`src/rtl/trie_lookup_scheduler.sv`:
```
// Trie lookup scheduler: request FIFO, credit-gated issue into a
// fixed-latency trie pipeline, tag delay line and in-order result FIFO.
module trie_lookup_scheduler #(
  parameter int PIPE_LATENCY = 9,
  parameter int REQ_DEPTH = 8,
  parameter int RES_DEPTH = 16,
  parameter int TAG_W = 8
) (
  input  logic             clk,
  input  logic             rst,
  input  logic             req_valid,
  output logic             req_ready,
  input  logic [31:0]      req_ip,
  input  logic [TAG_W-1:0] req_tag,
  output logic [31:0]      trie_ip,
  input  logic [7:0]       trie_nexthop,
  output logic             res_valid,
  input  logic             res_ready,
  output logic [7:0]       res_nexthop,
  output logic [TAG_W-1:0] res_tag,
  output logic             busy,
  output logic [15:0]      done_cnt
);
  localparam int QA = $clog2(REQ_DEPTH);
  localparam int RA = $clog2(RES_DEPTH);
  localparam int FW = $clog2(PIPE_LATENCY + 1);

  logic [31:0]      q_ip  [REQ_DEPTH];
  logic [TAG_W-1:0] q_tag [REQ_DEPTH];
  logic [QA-1:0]    q_wp;
  logic [QA-1:0]    q_rp;
  logic [QA:0]      q_cnt;

  logic [7:0]       r_nh  [RES_DEPTH];
  logic [TAG_W-1:0] r_tag [RES_DEPTH];
  logic [RA-1:0]    r_wp;
  logic [RA-1:0]    r_rp;
  logic [RA:0]      r_cnt;

  logic [PIPE_LATENCY-1:0] dl_v;
  logic [TAG_W-1:0]        dl_tag [PIPE_LATENCY];
  logic [FW-1:0]           inflight;

  logic        push;
  logic        issue;
  logic        cap;
  logic        pop;
  logic [31:0] used;

  // Every slot in the result FIFO is reserved at issue time, so a
  // capture always finds room.
  assign used      = 32'(inflight) + 32'(r_cnt);
  assign req_ready = (q_cnt != (QA+1)'(REQ_DEPTH));
  assign push      = req_valid && req_ready;
  assign issue     = (q_cnt != '0) && (used < 32'(RES_DEPTH));
  assign cap       = dl_v[PIPE_LATENCY-1];
  assign res_valid = (r_cnt != '0);
  assign pop       = res_valid && res_ready;

  assign res_nexthop = r_nh[r_rp];
  assign res_tag     = r_tag[r_rp];
  assign busy = (q_cnt != '0) || (r_cnt != '0) || (inflight != '0);

  // Storage arrays and tag delay line carry no reset; validity lives
  // in the counters and dl_v.
  always_ff @(posedge clk) begin
    if (push) begin
      q_ip[q_wp]  <= req_ip;
      q_tag[q_wp] <= req_tag;
    end
    if (cap) begin
      r_nh[r_wp]  <= trie_nexthop;
      r_tag[r_wp] <= dl_tag[PIPE_LATENCY-1];
    end
    dl_tag[0] <= q_tag[q_rp];
    for (int i = 1; i < PIPE_LATENCY; i++) begin
      dl_tag[i] <= dl_tag[i-1];
    end
  end

  // Request FIFO pointers, issue register and trie address.
  always_ff @(posedge clk or negedge rst) begin
    if (!rst) begin
      q_wp    <= '0;
      q_rp    <= '0;
      q_cnt   <= '0;
      trie_ip <= '0;
    end else begin
      if (push) q_wp <= q_wp + QA'(1);
      if (issue) begin
        q_rp    <= q_rp + QA'(1);
        trie_ip <= q_ip[q_rp];
      end
      q_cnt <= q_cnt + (QA+1)'(push) - (QA+1)'(issue);
    end
  end

  // Valid delay line tracking lookups inside the trie, plus inflight.
  always_ff @(posedge clk or negedge rst) begin
    if (!rst) begin
      dl_v     <= '0;
      inflight <= '0;
    end else begin
      dl_v     <= {dl_v[PIPE_LATENCY-2:0], issue};
      inflight <= inflight + FW'(issue) - FW'(cap);
    end
  end

  // Result FIFO pointers and completed-lookup counter.
  always_ff @(posedge clk or negedge rst) begin
    if (!rst) begin
      r_wp     <= '0;
      r_rp     <= '0;
      r_cnt    <= '0;
      done_cnt <= '0;
    end else begin
      if (cap) r_wp <= r_wp + RA'(1);
      if (pop) begin
        r_rp     <= r_rp + RA'(1);
        done_cnt <= done_cnt + 16'd1;
      end
      r_cnt <= r_cnt + (RA+1)'(cap) - (RA+1)'(pop);
    end
  end

endmodule

```
`config.mk`:
```
export PLATFORM = sky130hd
export DESIGN_NAME = trie_lookup_scheduler
export DESIGN_NICKNAME = d
export VERILOG_FILES = /design/src/rtl/trie_lookup_scheduler.sv
export SDC_FILE = /design/constraint.sdc
export NUM_CORES = 1
export LEC_CHECK = 0
export BUFFER_PORTS_ARGS = -buffer_cell sky130_fd_sc_hd__clkbuf_2
export CELL_PAD_IN_SITES_DETAIL_PLACEMENT = 0
export CELL_PAD_IN_SITES_GLOBAL_PLACEMENT = 1
export CORE_ASPECT_RATIO = 0.75
export CORE_MARGIN = 3
export CORE_UTILIZATION = 40
export CTS_BUF_LIST = sky130_fd_sc_hd__clkbuf_2
export CTS_CLUSTER_SIZE = 24
export DETAILED_ROUTE_END_ITERATION = 8
export GPL_TIMING_DRIVEN = 0
export PLACE_DENSITY = 0.72
export SYNTH_ARGS = -nofsm -noshare
export SYNTH_HDL_FRONTEND = slang
export SYNTH_SLANG_ARGS = --single-unit
```
`constraint.sdc`:
```
create_clock -name clk -period 14.3 [get_ports clk]
set_clock_uncertainty 0.15 [all_clocks]
set_input_delay 1.43 -clock clk [delete_from_list [all_inputs] [get_ports clk]]
set_output_delay 1.43 -clock clk [all_outputs]
set_load 0.01 [all_outputs]
```
==> flow_summary.json <==
{
  "outcome": "finished clean",
  "synth_cell_types": 37,
  "grt_pass1_wl_um": 82720,
  "route.detailed.drc": 0,
  "ctsLongestPathBuffers": 3,
  "crit_family": "buffers and inverters",
  "setup_tns_ns": 0,
  "leakage_nw": 11.23,
  "critPathSlowestCell": "clkbuf_1",
  "rsz0062_at_grt": "no",
  "worst_pin_slew_ns": 1.034,
  "die_area_um2": 70920,
  "clk_latency_ns": 1.27,
  "grt.busiest_layer": "met2",
  "fp-row-count": 81,
  "cp_cell_sequence": "clkbuf_1 > clkbuf_1 > mux4_2 > a22oi_1 > nand2_1 > clkbuf_2",
  "synth.largest_area_cell": "edfxtp_1",
  "drtIter0Drc": 897,
  "htreeDepth": 4,
  "antenna_found_initial": 6,
  "fin_cells": 2573,
  "hold_viol": 0,
  "avgSynthCellArea_um2": 22.02,
  "die_y_um": 231.4,
  "yosysSeqAreaShare_pct": 76.93,
  "postLayoutCoreUtil_pct": 46.93,
  "clockRootBuffer": "clkbuf_2",
  "synth_edf_count": 576,
  "crit_top_cell": "clkbuf_1",
  "place_congestion": 0.7172,
  "place_hpwl_um": 34440,
  "die_w_um": 306.5,
  "vdd_drop_max_v": 0.0001033,
  "place_area_um2": 29390,
  "syn2layout_area_growth_pct": 14.48,
  "drv_slew": 0,
  "vias": 12930,
  "hold_buffers": 1,
  "pin_count": 119,
  "critPathKind": "flip-flop to output port",
  "slowest_delay_ns": 0.64,
  "layout_setup_ws_ns": 8.859,
  "final_cell_mix": "edfxtp_1 (576), clkbuf_2 (372), dfrtp_1 (84)",
  "core_area_um2": 66080,
  "syn_inst": 1230,
  "stdcell_area_um2": 31010,
  "syn-num-nets": 1313,
  "wire_per_inst_um": 21.26,
  "portBuffers": 118,
  "grt_pass1_vias": 13580,
  "ant_nets": 0,
  "post_cts.repair.setup_buffers": 0,
  "vias_per_cell": 5.026,
  "critPathRequiredTime_ns": 12.72,
  "syn-cell-area_um2": 27090,
  "max-slew-margin-rel_pct": 30.56,
  "post-route-min-period_ns": 5.441,
  "path_buf_inv": 3,
  "gr-usage-met3_pct": 4.403,
  "critPathMaxFanout": 10,
  "start_kind": "flip-flop",
  "use_met2_pct": 24.39,
  "start_util_pct": 41.00,
  "final_common_cell": "edfxtp_1",
  "max_cap_violations": 0,
  "ys_ff_latch": 732,
  "layout-drive-gt1-share_pct": 37.62,
  "total_power_mw": 6.188,
  "gr-usage-met1_pct": 21.37,
  "wirelength_um": 54710,
  "finalNetCount": 1637,
  "yosys_most_used_dff": "edfxtp_1",
  "dr.pass1.iters": 5,
  "crit_arrival_ns": 3.86,
  "synthArstFlopShare_pct": 11.48,
  "end_kind": "output port",
  "fmax_mhz": 183.8,
  "whs_ns": 0.1434,
  "cts_tree": "done",
  "p_per_area_nw_per_um2": 199.5,
  "clock-sinks": 732,
  "clk_pin_slew_worst_paths_ns": 0.10,
  "finalSetupViolCount": 0,
  "ctsResizeCount": 0,
  "synth_area_leaders": "edfxtp_1 (64%), dfrtp_1 (7.8%), mux4_2 (6.8%)",
  "dpl_worst_slack_ns": 10.11,
  "grt_max_degree": 48,
  "ys_warn_count": 0,
  "grt_usage_pct": 15.74,
  "hold_class": "flip-flop to flip-flop",
  "synth_top_area_share_pct": 63.85,
  "cts_inserted_buffers": 170,
  "post-route-period-util_pct": 38.05,
  "post-place-cells": 2252,
  "gr-total-overflow": 0
}
[synthesized netlist by cell type, drive strengths merged (22+ instances only)]
library cell  number
inv               25
mux2              76
nor2              22
dfrtp             84
nand2             32
mux4             144
a22oi             32
clkbuf            25
edfxtp           576
ha                28
dfxtp             72
buf               26
[cell type report]
class / count / area (um^2)
antenna: 6 / 15.01
buffer: 51 / 295.3
clock buffer: 255 / 1276
clock inverter: 59 / 320.3
fill: 5608 / 35060
inverter: 25 / 93.84
multi-input combinational: 422 / 5966
sequential: 732 / 20840
tap: 871 / 1090
timing repair buffer: 152 / 1117
[state kept, by name, summed over array words and instances, names as in the netlist, 5 cells and up]
| name | count |
|---|---|
| r_nh | 128 |
| trie_ip | 32 |
| r_tag | 128 |
| r_cnt | 5 |
| done_cnt | 16 |
| q_tag | 64 |
| dl_v | 9 |
| dl_tag | 72 |
| q_ip | 256 |
[where the power goes]
group / leakage [nW] / total, mW / internal [mW] / switching (mW)
Sequential: 6.84 / 2.97 / 2.78 / 0.192
Combinational: 3.18 / 1.90 / 0.909 / 0.988
Clock: 1.21 / 1.32 / 0.508 / 0.815
Total: 11.2 / 6.19 / 4.19 / 1.99
[kinds of logic (layout without fill, tap and decap cells)]
kind of cell	Yosys count	in the layout	synth area share, %
AO/OA/AOI/OAI	43	43	1.136
XOR/XNOR	32	32	1.035
adder cells (fa/ha/maj)	31	31	1.515
buffers and inverters	76	542	1.436
flip-flops	732	732	76.93
multiplexers	220	220	16.14
other	0	6	0
AND/OR/NAND/NOR	96	96	1.806
[per-layer routing]
metal	share of wire [%]	vias to the layer above
li1	-	5794
met1	45	6677
met2	47	366
met3	6.1	90
met4	2.2	6
met5	0.071	-
[worst paths after layout]
check	from	to	slack [ns]	cells past startpoint
hold / removal	dl_tag[0][35]	dl_tag[0][43]	0.14	0
setup reg to reg	r_cnt[1]	inflight[2]	10.74	12
setup / recovery	r_rp[1]	res_nexthop[0]	8.86	6
hold reg to reg	dl_tag[0][35]	dl_tag[0][43]	0.14	0
min in group asynchronous	rst	trie_ip[10]	0.64	2
max in group asynchronous	rst	r_rp[3]	12.59	3
No activity file was read; power rests on OpenSTA's default activity.
